`config.mk`:
```
export PLATFORM = sky130hd
export DESIGN_NAME = period_meter
export DESIGN_NICKNAME = d
export VERILOG_FILES = /design/src/rtl/synth_pkg.sv /design/src/rtl/sync_edge_detect.sv /design/src/rtl/period_meter.sv
export SDC_FILE = /design/constraint.sdc
export NUM_CORES = 1
export LEC_CHECK = 0
export CORE_MARGIN = 5
export CORE_UTILIZATION = 55
export DETAILED_ROUTE_END_ITERATION = 10
export PLACE_DENSITY = 0.82
export SKIP_LAST_GASP = 1
export SLEW_MARGIN = 20
export SYNTH_ARGS = -nofsm -noshare
export SYNTH_HDL_FRONTEND = slang
export SYNTH_HIERARCHICAL = 1
export SYNTH_SLANG_ARGS = --single-unit
```
`constraint.sdc`:
```
create_clock -name CLK_50_MHz -period 4.7 [get_ports CLK_50_MHz]
set_input_delay 1.41 -clock CLK_50_MHz [delete_from_list [all_inputs] [get_ports CLK_50_MHz]]
set_output_delay 1.41 -clock CLK_50_MHz [all_outputs]
set_load 0.005 [all_outputs]
```
`src/rtl/synth_pkg.sv`:
```
// Shared constants for the timing/measurement blocks: FSM encoding and defaults.
package synth_pkg;

    localparam int CLK_HZ          = 50000000;
    localparam int DEFAULT_COUNT_W = 24;

    localparam logic [0:0] ARM  = 1'b0;
    localparam logic [0:0] MEAS = 1'b1;

endpackage

```
`src/rtl/sync_edge_detect.sv`:
```
// Synchronises an asynchronous input and flags its rising edges (one-cycle pulse).
module sync_edge_detect #(
    parameter int SYNC_STAGES = 2
) (
    input  logic CLK_50_MHz,
    input  logic reset_n,
    input  logic async_in,
    output logic rise
);

    logic [SYNC_STAGES-1:0] sync_q, sync_d;
    logic                   hist_q, hist_d;

    always_comb begin
        sync_d = {sync_q[SYNC_STAGES-2:0], async_in};
        hist_d = sync_q[SYNC_STAGES-1];
    end

    // Reset to ones so an input already high at reset release is not seen as an edge.
    always_ff @(posedge CLK_50_MHz) begin
        if (!reset_n) begin
            sync_q <= '1;
            hist_q <= 1'b1;
        end else begin
            sync_q <= sync_d;
            hist_q <= hist_d;
        end
    end

    assign rise = sync_q[SYNC_STAGES-1] & ~hist_q;

endmodule

```
`src/rtl/period_meter.sv`:
```
// Measures the spacing of rising edges on sig_in in CLK_50_MHz cycles, with timeout.
module period_meter
    import synth_pkg::*;
#(
    parameter int COUNT_W        = DEFAULT_COUNT_W,
    parameter int SYNC_STAGES    = 2,
    parameter int TIMEOUT_CYCLES = 2000000
) (
    input  logic               CLK_50_MHz,
    input  logic               reset_n,
    input  logic               sig_in,
    output logic [COUNT_W-1:0] period,
    output logic               period_valid,
    output logic               no_signal
);

    localparam logic [COUNT_W-1:0] TIMEOUT_CNT = COUNT_W'(TIMEOUT_CYCLES);
    localparam logic [COUNT_W-1:0] COUNT_ONE   = COUNT_W'(1);

    logic               rise;
    logic [0:0]         state_q, state_d;
    logic [COUNT_W-1:0] counter_q, counter_d;
    logic [COUNT_W-1:0] period_q, period_d;
    logic               period_valid_q, period_valid_d;
    logic               no_signal_q, no_signal_d;

    sync_edge_detect #(
        .SYNC_STAGES(SYNC_STAGES)
    ) u_sync (
        .CLK_50_MHz(CLK_50_MHz),
        .reset_n   (reset_n),
        .async_in  (sig_in),
        .rise      (rise)
    );

    always_comb begin
        state_d        = state_q;
        counter_d      = counter_q;
        period_d       = period_q;
        period_valid_d = 1'b0;
        no_signal_d    = no_signal_q;
        if (state_q == ARM) begin
            counter_d = '0;
            if (rise) begin
                counter_d = COUNT_ONE;
                state_d   = MEAS;
            end
        end else begin
            // An edge landing on the timeout cycle still counts as a valid period.
            if (rise) begin
                period_d       = counter_q;
                period_valid_d = 1'b1;
                no_signal_d    = 1'b0;
                counter_d      = COUNT_ONE;
            end else if (counter_q == TIMEOUT_CNT) begin
                no_signal_d = 1'b1;
                counter_d   = '0;
                state_d     = ARM;
            end else begin
                counter_d = counter_q + COUNT_ONE;
            end
        end
    end

    always_ff @(posedge CLK_50_MHz) begin
        if (!reset_n) begin
            state_q        <= ARM;
            counter_q      <= '0;
            period_q       <= '0;
            period_valid_q <= 1'b0;
            no_signal_q    <= 1'b1;
        end else begin
            state_q        <= state_d;
            counter_q      <= counter_d;
            period_q       <= period_d;
            period_valid_q <= period_valid_d;
            no_signal_q    <= no_signal_d;
        end
    end

    assign period       = period_q;
    assign period_valid = period_valid_q;
    assign no_signal    = no_signal_q;

endmodule

```
Word-level counts from Yosys, hierarchy flattened
Index checks and enable logic that the tools add are counted.
{ "word_totals": {"output_inout_bits": 26, "word_cells": 25, "ff_bits": 54} }
{ "op_classes": {"add_sub_neg": 1, "n_eq_ne": 1, "bitwise_logic": 2, "reduce_logical": 4, "muxes": 10} }
{ "op_table": {"columns": ["op", "count"], "rows": [
  ["two-way mux 24 bit", 3],
  ["adder 24 x 1 -> 24 bit, second input constant", 1],
  ["== test 24 x 21 -> 1 bit, second input constant", 1],
  ["two-way mux 1 bit", 7],
  ["AND reduction 2 bit", 3],
  ["nonzero test 2 bit", 1],
  ["AND 1 bit", 1],
  ["inverter 1 bit", 1]
]} }

Longest topological paths before layout
Gate-level depths: netlist of the first run.
{ "depth": {"ltp_word": 4, "depth_mapped": 6} }

Cells and area by module
Netlist of the first run, hierarchy kept.
{ "by_module_without_submodules": {"columns": ["mod", "seq_area_each_um2", "cells_per_inst", "area_per_inst_um2", "instances"], "rows": [
  ["period_meter", 1021.0, 249, 2135.8, 1],
  ["sync_edge_detect", 60.1, 7, 92.6, 1]
]} }

Least setup slack after synthesis of the first run
Ideal clock, no wire load.
{ "synth_timing": {"path_kind": "input -> register", "startpoint": "in reset_n", "endpoint": "reg counter_q[0]", "path_stages": 3, "setup_slack_ns": 2.635, "t_required_ns": 4.624, "setup_ns": 0.076, "arrival_ns": 1.989, "n_path_buf": 2, "cell_sequence": "clkbuf_1 clkbuf_1 a21boi_0"} }
{ "synth_rtl": {"columns": ["item", "line", "source"], "rows": [
  ["start, declared", "period_meter.sv:10", "input logic reset_n,"],
  ["end signal, assigned", "period_meter.sv:74", "counter_q <= counter_d;"],
  ["end, declared", "period_meter.sv:22", "logic [COUNT_W-1:0] counter_q, counter_d;"]
]} }
No word-level cell between the ends.

==> qor.csv, run 1 <==
stage,metric,value,unit
critical_path,worst endpoint data arrival time,3010,ps
clock_tree,clock root buffer,clkbuf_8,
layout,Register Area,1080,um^2
die,Top Ports,29,
layout,Area Overhead vs Synth,17.9,%
logic_synthesis,Synth Register Bits,54,
sta,Final min period,2780,ps
sta,FMAX,359,MHz
logic_synthesis,Post-synth EDFFs,0,
power,P_int,573,uW
die,core box area,3970,um^2
global_route,first-pass GRT wire length,7370,um
sta,RSZ-0062 raised after global routing,no,
placement,detailed placement HPWL,3040,um
logic_synthesis,ranking of synthesized cells by area,"dfxtp_1 49%, nand2_1 9.3%, a21boi_0 8.4%",
placement,IO buf count,28,
routing,Initial DRT Pass Iterations,6,
logic_synthesis,Syn Std Cell Area,2230,um^2
critical_path,crit path launch type,primary input,
power,Flop pwr share,0.622,
critical_path,WS Path Type,primary input to flip-flop,
critical_path,worst endpoint required time,4920,ps
logic_synthesis,Yosys top cell area share,0.485,
hold_path,worst hold path type,flip-flop to flip-flop,
layout,footprint of the multi-input gates,1060,um^2
layout,Final nets,285,
routing,Post-Route WL,4360,um
clock_tree,Post-CTS Setup Inserts,0,
power,sw frac,0.225,
critical_path,CP max FO,33,
power,combinational share of power,0.018,
global_route,remaining global-route overflow,0,
clock_tree,CTS hold repair buffers,0,
routing,DRT iter0 DRCs,79,
layout,layout cells sized above 1,0.0534,
logic_synthesis,Gate Count Post-Synth,256,
logic_synthesis,Netlist cell types,32,
clock_tree,post-CTS sizing,0,
sta,final period utilization,0.592,
power,leak pwr,0.000794,uW
global_route,initial antenna violation count,0,
sta,setup tns final,0,ps
routing,Final ANT Viol Nets,0,
power,Psw,167,uW
sta,Pins Over Slew Limit,0,
die,die width,73.7,um
sta,Worst Max-Slew Pin Slew,979,ps
layout,ANT cells,0,
routing,WL per Instance,13.2,um
sta,Fin. Hold Viols,0,
run_status,outcome,completed,
critical_path,CP endpoint kind,flip-flop,
placement,RePlAce Congestion,0.773,
power,Clock power frac,0.360,
clock_tree,clock tree sinks,54,
layout,Filler cells,363,
die,chip height,73.7,um
global_route,number of global-route vias before repair,1596,
routing,DRC Markers,0,
sta,endpoints failing setup,0,
global_route,largest net degree at the start of global routing,34,
flow_run,Max Cap Viol,0,
die,die area,5420,um^2
logic_synthesis,"Async S/R FF share, synth",0,
die,Starting Density,0.561,
clock_tree,total CTS buffers,5,
logic_synthesis,Mean Syn Cell Area,8.70,um^2
routing,Via density,5.50,
clock_tree,clock insertion delay at the later pin of the skew report,310,ps
sta,worst clock skew,7.33,ps
sta,Relative slew margins,0.347,
power,peak supply drop,0.000161,V
routing,total number of vias,1822,
clock_tree,"Reg clk slew, reported paths",100,ps
global_route,All-Layer GR Usage,0.175,
die,num rows,23,
logic_synthesis,"Seq/Total Area, Yosys",0.485,
clock_tree,H-tree depth,2,
power,Power Dens Cells,282,nW/um^2
sta,final hold slack,431,ps
logic_synthesis,"area leader, netlist",dfxtp_1,
clock_tree,clk buf depth,2,
logic_synthesis,Synth Flop Type,dfxtp_1,
clock_tree,CTS tree,done,
logic_synthesis,yosys warns,6,
logic_synthesis,syn nets,261,
-- per-stage QoR --
step,total power (uW),instance area [um^2],util,worst slack [ps],cells
detailed placement,484,2530,0.638,1600,323
finish,740,2630,0.662,1920,331
floorplan,479,2230,-,2640,256
CTS,748,2630,0.662,1920,331
global route,765,2630,0.662,1740,331
global placement,484,2530,0.638,1630,323
-- area by class of cell --
class	instances	area share
clock inverters	3	0.00952
clock buffers	5	0.0262
well taps	50	0.0238
flip-flops and latches	54	0.411
multi-input cells	180	0.404
inverters	9	0.0129
repair buffers	30	0.112
-- final timing paths --
kind | endpoint | cells past startpoint | slack [ps] | startpoint
max | counter_q[22] | 4 | 1920 | reset_n
min | u_sync/sync_q[1] | 1 | 430 | u_sync/sync_q[0]
max reg2reg | counter_q[22] | 5 | 2500 | counter_q[1]
min reg2reg | u_sync/sync_q[1] | 1 | 430 | u_sync/sync_q[0]
-- power by group through the flow --
stage | clock (uW) | sequential (uW) | combinational, uW
5_1_grt | 290 | 461 | 14.4
3_5_place_dp | 0 | 471 | 13.0
2_1_floorplan | 0 | 470 | 8.70
4_1_cts | 274 | 460 | 13.1
3_3_place_gp | 0 | 471 | 12.8
6_report | 266 | 460 | 13.0
-- Yosys cell counts (all sizes together), types with 2 or more instances --
master,instances
nand2,55
dfxtp,54
a21boi,25
nor2,14
a21oi,11
clkbuf,10
inv,9
nand3,9
or4,8
nand4,6
o31ai,6
or3,6
xnor2,6
o21ai,5
xor2,5
and4,3
buf,3
nand2b,3
nor3,3
nor4b,3
and3,2
ha,2
o21a,2
-- sequential cells by signal, summed over array words and instances (netlist names) --
register       flops
u_sync/sync_q      2
counter_q         24
period            24
u_sync/hist_q      1
no_signal          1
period_valid       1
state_q            1
-- kinds of logic after synthesis --
logic type / Yosys count / share of synthesized area
fa+ha+maj: 2 / 0.0112
simple gates: 115 / 0.262
flops: 54 / 0.485
xor+xnor: 11 / 0.0432
buf+inv: 22 / 0.0416
compound gates: 52 / 0.157
-- metal layers --
layer,global-route usage,vias up,part of all wire,routed length (um)
met5,0,-,0,0
met4,0.0724,0,0.0078,34
met3,0.0287,4,0.044,191
met2,0.267,33,0.47,2050
met1,0.244,850,0.48,2090
li1,-,935,-,-
-- critical path: stages --
cell and delay, ps:
clkdlybuf4s50_1 460, buf_4 270, o2111ai_2 550, a21oi_1 300
-- cells in the final DEF, fill, tap and decap left out, drive strengths merged, types with 5 or more instances in the layout --
cell and instances:
nand3 9, a21oi 11, or4 8, a21boi 25, nand4 6, xnor2 6, dfxtp 54, clkbuf 5
nand2 55, or3 6, o21ai 5, nor2 14, inv 10, xor2 5, clkdlybuf4s50 28, o31ai 6
(Power assumes the default switching activity.)
==> run 2, diff against run 1 <==
--- a/config.mk
+++ b/config.mk
@@ -6,9 +6,9 @@
 export NUM_CORES = 1
 export LEC_CHECK = 0
 export CORE_MARGIN = 5
-export CORE_UTILIZATION = 55
+export CORE_UTILIZATION = 49
 export DETAILED_ROUTE_END_ITERATION = 10
-export PLACE_DENSITY = 0.82
+export PLACE_DENSITY = 0.77
 export SKIP_LAST_GASP = 1
 export SLEW_MARGIN = 20
 export SYNTH_ARGS = -nofsm -noshare
==> constraint.sdc (replaced) <==
create_clock -name CLK_50_MHz -period 2.3 [get_ports CLK_50_MHz]
set_input_delay 0.69 -clock CLK_50_MHz [delete_from_list [all_inputs] [get_ports CLK_50_MHz]]
set_output_delay 0.69 -clock CLK_50_MHz [all_outputs]
set_load 0.005 [all_outputs]
==> qor.csv, run 2 (same netlist as run 1, synthesis figures left out) <==
stage,metric,value,unit,change
placement,RePlAce Congestion,0.863,,+12%
layout,Non-Filler Instances,338,,+2.1%
sta,final period utilization,0.924,,
clock_tree,CTS hold repair buffers,0,,unchanged
sta,Fin. Hold Viols,0,,unchanged
sta,setup tns final,0,ps,unchanged
sta,RSZ-0062 raised after global routing,no,,
critical_path,WS Path Type,flip-flop to flip-flop,,
routing,Final ANT Viol Nets,0,,unchanged
layout,footprint of the multi-input gates,1050,um^2,-0.59%
critical_path,Worst R2R Path Depth,4,,-1
power,Power Dens Cells,562,nW/um^2,+100%
global_route,largest net degree at the start of global routing,25,,-26%
sta,endpoints failing setup,0,,unchanged
layout,"commonest non-fill, non-tap cell in the layout",nand2_1,,
global_route,first-pass GRT wire length,7640,um,+3.7%
die,num rows,24,,+4.3%
placement,DP Area,2570,um^2,+1.3%
sta,Worst Max-Slew Pin Slew,792,ps,-187 ps
clock_tree,clock insertion delay at the later pin of the skew report,300,ps,about the same
flow_run,Max Cap Viol,0,,unchanged
routing,DRC Markers,0,,unchanged
power,leak pwr,0.000823,uW,+3.6%
run_status,outcome,completed,,
layout,Register Area,1080,um^2,unchanged
global_route,number of global-route vias before repair,1683,,+5.5%
layout,most frequent cells in the layout,"55 x nand2_1, 54 x dfxtp_1, 28 x clkdlybuf4s50_1",,
critical_path,CP startpoint,counter_q[2],,
die,die width,77.4,um,+5.1%
hold_path,worst hold path type,flip-flop to flip-flop,,
layout,"Core Util, Final",0.606,,-0.0552
hold_path,hold depth,1,,unchanged
critical_path,R2R Path End,counter_q[23],,
critical_path,crit path launch type,flip-flop,,
global_route,initial antenna violation count,0,,unchanged
sta,Final min period,2130,ps,
routing,WL per Instance,12.8,um,-3.0%
critical_path,CP max FO,12,,-64%
placement,IO buf count,28,,unchanged
critical_path,crit path capture,counter_q[23],,
clock_tree,clock root buffer,clkbuf_8,,
critical_path,CP endpoint kind,flip-flop,,
layout,Filler cells,403,,+11%
clock_tree,H-tree depth,2,,unchanged
placement,Inst Count DP,330,,+2.2%
sta,Pins Over Slew Limit,0,,unchanged
layout,final instance area,2660,um^2,+1.2%
layout,Final nets,290,,+1.8%
die,core box area,4380,um^2,+10%
routing,Post-Route WL,4320,um,-0.96%
clock_tree,total CTS buffers,5,,unchanged
clock_tree,post-CTS sizing,0,,unchanged
critical_path,worst endpoint data arrival time,2360,ps,-650 ps
global_route,remaining global-route overflow,0,,unchanged
clock_tree,clock tree sinks,54,,unchanged
die,Top Ports,29,,unchanged
sta,Relative slew margins,0.471,,+0.123
routing,total number of vias,1836,,+0.77%
clock_tree,clk buf depth,2,,unchanged
clock_tree,CTS tree,done,,
routing,Initial DRT Pass Iterations,4,,-2
routing,Via density,5.43,,-1.3%
die,chip height,77.4,um,+5.1%
layout,ANT cells,0,,unchanged
critical_path,R2R setup slack,170,ps,-2330 ps
sta,FMAX,470,MHz,
critical_path,r2r startpoint,counter_q[2],,
die,Starting Density,0.508,,-0.0528
die,die area,6000,um^2,+11%
clock_tree,"Reg clk slew, reported paths",90,ps,about the same
power,Pwr Total,1490,uW,+100%
placement,detailed placement HPWL,3130,um,+3.1%
critical_path,worst endpoint required time,2530,ps,-2390 ps
layout,Area Overhead vs Synth,19.3,%,
clock_tree,Post-CTS Setup Inserts,0,,unchanged
sta,worst clock skew,9.17,ps,+1.85 ps
layout,layout cells sized above 1,0.0629,,+0.00956
global_route,All-Layer GR Usage,0.152,,-0.0226
routing,DRT iter0 DRCs,107,,+35%
power,peak supply drop,0.000360,V,+120%
## run 2: worst min path at each step
stage	from	end	slack [ps]
after floorplan	u_sync/sync_q[0]	u_sync/sync_q[1]	390
after global placement	u_sync/sync_q[0]	u_sync/sync_q[1]	390
after detailed placement	u_sync/sync_q[0]	u_sync/sync_q[1]	400
after CTS	u_sync/sync_q[0]	u_sync/sync_q[1]	430
after global routing	u_sync/sync_q[0]	u_sync/sync_q[1]	450
final	u_sync/sync_q[0]	u_sync/sync_q[1]	420
## run 2: layout make-up
type / instances / area share
sequential: 54 / 0.407
multi-input combinational: 180 / 0.397
timing repair buffer: 35 / 0.125
clock buffer: 7 / 0.0325
tap: 52 / 0.0245
inverter: 9 / 0.0127
clock inverter: 1 / 0.00188
## run 2: metal layers
layer  wire, um  track usage  part of all wire  up-vias
met3        189       0.0405             0.044        5
li1           -            -                 -      938
met2       2030        0.260              0.47       30
met1       2030        0.184              0.47      863
met5          0            0                 0        -
met4         68       0.0515             0.016        0
## run 2: power by group
group	internal [uW]	switching, uW	total, uW
registers	937	2.66	940
clock network	243	283	527
logic	14.6	13.2	27.8
## run 2: worst max-delay path, cell delays in order (launching register included)
cell	delay (ps)
dfxtp_1	520
nand4_4	160
or4_1	710
or4_1	520
a21oi_1	140
## run 2: stage by stage
stage	setup WS [ps]	hold WS [ps]
global placement	269	389
finish	174	423
detailed placement	216	402
CTS	179	427
floorplan	321	386
global route	37.7	447
==> run 3, diff against run 2 <==
--- a/config.mk
+++ b/config.mk
@@ -5,6 +5,7 @@
 export SDC_FILE = /design/constraint.sdc
 export NUM_CORES = 1
 export LEC_CHECK = 0
+export CAP_MARGIN = 15
 export CORE_MARGIN = 5
 export CORE_UTILIZATION = 49
 export DETAILED_ROUTE_END_ITERATION = 10
==> results of run 3 <==
Same layout as run 2: the final DEF is identical, and so are final timing and power.
==> edit 1: new RTL, config.mk and constraints of run 2 <==
Register the output `period` once more, with the module's reset; this adds one clock of latency there. The other outputs are not delayed to match. Comments in the files are not updated.
--- a/src/rtl/period_meter.sv
+++ b/src/rtl/period_meter.sv
@@ -80,3 +80,9 @@
 
-    assign period       = period_q;
+    always_ff @(posedge CLK_50_MHz) begin
+        if (!reset_n) begin
+            period <= '0;
+        end else begin
+            period <= period_q;
+        end
+    end
     assign period_valid = period_valid_q;
Formal check against the unedited RTL: not equivalent (a bounded check fails within 10 cycles, from zero or initial values and one cycle with reset_n low).
==> edit 1 against run 2 <==
  * Highest routed layer unchanged
  * Largest power group unchanged
  * Sequential cell count up 24
  * Worst setup slack worse by 19 ps
  * Routed wire length up 7.9%
  * Global-route usage down 0.95 points
  * Largest cell class unchanged
  * Design area up 24%
  * Total power up 70%
  * Area after synthesis up 21%
==> edit 1: results (changes against run 2) <==
Parameter                              Value

Critical path
  Register-to-Register Setup Slack ... 160 ps (-20 ps)
  R2r endpoint ... counter_q[22]$_SDFF_PP0_
  R2R cell count ... 5 (+1)
  Maximum cell stage delay along the critical path ... 680 ps (-30 ps)
  Launch point of the worst reg-to-reg path ... counter_q[0]$_SDFF_PN0_
  Cell family with the largest share of critical-path delay ... simple AND/OR/NAND/NOR gates
  Data arrival time of the worst path ... 2420 ps (+60 ps)

STA
  Clock skew after layout ... 7.87 ps (-1.30 ps)
  Final Hold Slack ... 410 ps (-12.2 ps)
  Max-slew headroom ... 0.680 (+0.209)

Yosys
  Compound-gate portion of the synthesized area ... 0.132 (-0.0256)
  Most numerous cell types in the synthesized netlist ... sky130_fd_sc_hd__dfxtp_1 (78), sky130_fd_sc_hd__and2_1 (24), sky130_fd_sc_hd__o22a_1 (24), sky130_fd_sc_hd__nor2_1 (15), sky130_fd_sc_hd__nand2_1 (13)
  Per-instance average area after synthesis ... 10.4 um2 (+19%)
  Number of nets produced by synthesis ... 265 (+1.5%)
  Yosys cell types ... 29 (-9.4%)
  Adder-cell share of the synthesized area ... 0.00927 (-0.00196)
  Biggest area contributors in the synthesized netlist ... sky130_fd_sc_hd__dfxtp_1 (58%), sky130_fd_sc_hd__o22a_1 (7.8%), sky130_fd_sc_hd__and2_1 (5.6%), sky130_fd_sc_hd__xnor2_1 (2.3%), sky130_fd_sc_hd__nor2_1 (2.1%)
  Sequential cell area fraction in the yosys report ... 0.578 (+0.0932)
  Synthesized-area fraction occupied by xor and xnor cells ... 0.0389 (-0.00431)

Power and ir drop
  Max rail drop VDD ... 0.640 mV (+78%)
  Static Leak ... 1.16 nW (+41%)

Hold path
  Min-delay worst type ... reg -> reg

Routing
  Starting DRC count in detailed routing ... 103 (-3.7%)
  Final WL ... 4.66 mm (+7.9%)

Cells and area
  Proportion of layout cells with a drive suffix above 1 ... 0.0811 (+0.0181)
  Post-route non-filler standard cell count ... 368 (+8.9%)

Clock network
  H-tree depth ... 3 (+1)
  Clock-pin slew on the worst setup and hold paths ... 70 ps (-20 ps)
  Worst-Skew Late Latency ... 340 ps (+40 ps)
  Number of clock buffers inserted by TritonCTS ... 9 (+4)

Global routing
  Wire length of the first global-routing pass ... 8.23 mm (+7.8%)

Placement
  Worst-case setup slack after placement ... 175 ps (-40.6 ps)
  HPWL after detailed placement ... 3.22 mm (+3.0%)

Run status
  Status ... complete, no violations
## edit 1: cell count changes in the layout (fill, tap and decap cells not counted), moves of 2 or more
cell | run 2 | this run
sky130_fd_sc_hd__nand2_1 | 55 | 13
sky130_fd_sc_hd__o21a_1 | 2 | 0
sky130_fd_sc_hd__a21boi_0 | 25 | 2
sky130_fd_sc_hd__inv_1 | 9 | 5
sky130_fd_sc_hd__clkbuf_8 | 6 | 9
sky130_fd_sc_hd__dfxtp_1 | 54 | 78
sky130_fd_sc_hd__and2_1 | 0 | 24
sky130_fd_sc_hd__o31ai_1 | 6 | 4
sky130_fd_sc_hd__o22a_1 | 0 | 24
sky130_fd_sc_hd__nand3_1 | 9 | 11
sky130_fd_sc_hd__o21ai_0 | 5 | 9
sky130_fd_sc_hd__bufinv_16 | 0 | 3
sky130_fd_sc_hd__or4_1 | 7 | 5
## edit 1: how the worst max path moves through the flow
stage                            startpoint                        to  slack [ps]  cells after the start
floorplan           counter_q[1]$_SDFF_PP0_  counter_q[22]$_SDFF_PP0_         260                      6
global placement    counter_q[3]$_SDFF_PP0_  counter_q[22]$_SDFF_PP0_         240                      4
detailed placement  counter_q[3]$_SDFF_PP0_  counter_q[22]$_SDFF_PP0_         180                      4
CTS                 counter_q[0]$_SDFF_PN0_  counter_q[22]$_SDFF_PP0_         150                      5
global route        counter_q[1]$_SDFF_PP0_  counter_q[22]$_SDFF_PP0_          30                      5
finish              counter_q[0]$_SDFF_PN0_  counter_q[22]$_SDFF_PP0_         160                      5
## edit 1: final cells by class
| class | count | area [um2] |
|---|---|---|
| flip-flops and latches | 78 | 1560 |
| multi-input cells | 162 | 1060 |
| repair buffers | 36 | 340 |
| clock buffers | 9 | 124 |
| inverters | 6 | 22.5 |
| fillers | 442 | 2140 |
| clock inverters | 5 | 100 |
| well taps | 72 | 90.1 |
## edit 1: worst register-to-register path, cell delays in order, from the launching register on
cell	delay, ps
sky130_fd_sc_hd__dfxtp_1	420
sky130_fd_sc_hd__ha_1	190
sky130_fd_sc_hd__nand2_1	90
sky130_fd_sc_hd__or4_1	680
sky130_fd_sc_hd__or4_1	550
sky130_fd_sc_hd__a21oi_1	150
## edit 1: where the power goes
group / total, mW / internal [mW] / switching, mW / leakage (nW)
registers: 1.36 / 1.36 / 0.00284 / 0.629
clock network: 1.15 / 0.705 / 0.444 / 0.115
logic: 0.0277 / 0.0127 / 0.0149 / 0.415
total: 2.54 / 2.07 / 0.462 / 1.16
## edit 1: layer usage
layer,GRT usage,share of wire,vias up,routed length [um]
met4,0.0921,0.026,0,123
met3,0.0383,0.039,15,180
met1,0.163,0.45,911,2090
met2,0.235,0.49,33,2270
met5,0,0,-,0
li1,-,-,980,-
==> edit 2: new RTL, config.mk and constraints of run 2 <==
Without the edit above. Set the package constant `DEFAULT_COUNT_W` to 36 (it was 24).
--- a/src/rtl/synth_pkg.sv
+++ b/src/rtl/synth_pkg.sv
@@ -4,3 +4,3 @@
     localparam int CLK_HZ          = 50000000;
-    localparam int DEFAULT_COUNT_W = 24;
+    localparam int DEFAULT_COUNT_W = 36;
 
Interface: changed (resized period); port bits go from 29 to 41. No check against the original RTL was run, so the function may have changed too.
==> edit 2 against run 2 <==
  * Sequential cell count is 24 higher
  * Area after synthesis is 52% higher
  * Worst setup slack lost 70 ps
  * Clock skew grew 3.1 ps
  * Via count grew 61%
  * Routed wire length rose by 77%
  * Design area rose by 56%
  * Count of clock-buffer cells in the layout rose by 6
  * Total power up 67%
  * Combinational power grew 52%
  * Synthesized cell count grew 52%
  * Sequential power grew 45%
  * Largest cell class is now multi-input gates
==> edit 2: results (changes against run 2) <==
Parameter                              Value

Run status
  Status ... complete, no violations

STA
  Final Hold Slack ... 408 ps (-14.6 ps)
  Max-slew headroom ... 0.634 (+0.163)
  Clock skew after layout ... 12.2 ps (+3.07 ps)

Global routing
  Global router's overall resource usage ... 0.181 (+0.0290)
  Wire length of the first global-routing pass ... 12.7 mm (+67%)
  Via count of the first global-routing pass ... 2651 (+58%)
  Pin count of the biggest net entering global routing ... 38 (+52%)

Yosys
  Sequential cell area fraction in the yosys report ... 0.460 (-0.0251)
  Adder-cell share of the synthesized area ... 0.00737 (-0.00386)
  Most numerous cell types in the synthesized netlist ... sky130_fd_sc_hd__nand2_1 (86), sky130_fd_sc_hd__dfxtp_1 (78), sky130_fd_sc_hd__a21boi_0 (36), sky130_fd_sc_hd__clkbuf_1 (25), sky130_fd_sc_hd__a211oi_1 (20)
  Number of nets produced by synthesis ... 394 (+51%)
  Number of synthesized register bits ... 78 (+44%)
  Compound-gate portion of the synthesized area ... 0.189 (+0.0322)
  Yosys cell types ... 33 (+3.1%)
  Synthesized-area fraction occupied by xor and xnor cells ... 0.0284 (-0.0149)

Cells and area
  Final cell area excluding filler cells ... 0.00416 mm2 (+56%)
  Final-layout clock-cell area share ... 0.0527 (+0.0183)
  Count of non-CTS buffers in the layout ... 50 (+43%)
  Number of nets in the layout ... 430 (+48%)
  Number of clock buffer instances in the layout ... 13 (+6)
  Multi-input gate share of total cell area ... 0.415 (+0.0185)
  Fraction of cell area in non-clock buffers ... 0.123 (-0.00172)
  FF/Latch Area ... 0.00156 mm2 (+45%)
  Fillers ... 566 (+40%)
  Multi-Input Combinational ... 277 (+54%)

Die
  Std-Cell Rows ... 30 (+25%)

Clock network
  Number of clock buffers inserted by TritonCTS ... 9 (+4)
  H-tree depth ... 3 (+1)
  Clock-pin slew on the worst setup and hold paths ... around 80 ps
  Worst-Skew Late Latency ... 360 ps (+60 ps)

Placement
  Dpl cell area ... 0.00390 mm2 (+52%)
  HPWL after detailed placement ... 5.00 mm (+60%)
  Weighted congestion at the end of routability-driven global placement ... 0.851 (-1.4%)
  IO buf count ... 40 (+43%)

Critical path
  Register-to-Register Setup Slack ... 100 ps (-70 ps)
  Launch point of the worst reg-to-reg path ... counter_q[0]$_SDFF_PN0_
  Maximum cell stage delay along the critical path ... 600 ps (-110 ps)
  Data arrival time of the worst path ... 2460 ps (+100 ps)
  CP max FO ... 6 (-6)
  R2R cell count ... 5 (+1)
  CP max stage cell ... sky130_fd_sc_hd__or4_4

Power and ir drop
  Comb pwr ... 0.0422 mW (+52%)
  Max rail drop VDD ... 0.306 mV (-15%)
  Static Leak ... 1.19 nW (+44%)
  P_clk ... 1.10 mW (+110%)
  Switching component of the power ... 0.511 mW (+71%)
  Clock share of power ... 0.441 (+0.089)

Routing
  Starting DRC count in detailed routing ... 121 (+13%)
  Drt via density ... 5.81 (+6.9%)
  Final WL ... 7.63 mm (+77%)

Hold path
  Hold depth ... 1 (unchanged)
## edit 2: changes by cell type in the layout (fill, tap and decap cells not counted), moves of 12 or more
cell	change
sky130_fd_sc_hd__dfxtp_1	+22
sky130_fd_sc_hd__nor3_1	+12
sky130_fd_sc_hd__nand2_1	+31
sky130_fd_sc_hd__a211oi_1	+20
sky130_fd_sc_hd__clkdlybuf4s50_1	+12
## edit 2: metrics by stage
stage,setup TNS (ps),cells
after CTS,0,508
after global routing,-0.882,510
after detailed placement,-17.0,491
final,0,510
after global placement,0,491
after floorplan,0,389
## edit 2: per-layer routing
metal | up-vias | part of all wire | global-route usage
li1 | 1485 | - | -
met1 | 1393 | 0.46 | 0.233
met2 | 70 | 0.48 | 0.289
met3 | 14 | 0.045 | 0.0410
met4 | 0 | 0.017 | 0.0818
met5 | - | 0 | 0
## edit 2: worst max-delay path by stage
| stage | slack (ps) | from | cells past startpoint | to |
|---|---|---|---|---|
| 3_3_place_gp | 100 | counter_q[0]$_SDFF_PN0_ | 5 | counter_q[30]$_SDFF_PP0_ |
| 3_5_place_dp | -20 | counter_q[0]$_SDFF_PN0_ | 5 | counter_q[32]$_SDFF_PP0_ |
| 6_report | 100 | counter_q[0]$_SDFF_PN0_ | 5 | counter_q[30]$_SDFF_PP0_ |
| 5_1_grt | -0.9 | counter_q[0]$_SDFF_PN0_ | 5 | counter_q[34]$_SDFF_PP0_ |
| 4_1_cts | 20 | counter_q[1]$_SDFF_PP0_ | 5 | counter_q[32]$_SDFF_PP0_ |
| 2_1_floorplan | 150 | counter_q[0]$_SDFF_PN0_ | 6 | counter_q[32]$_SDFF_PP0_ |
## edit 2: timing repair
action	CTS	global route
cloned	1	2
gates resized for setup	2	2
endpoints found under the setup margin	6	7
buffers inserted	0	0
pin swaps	1	2
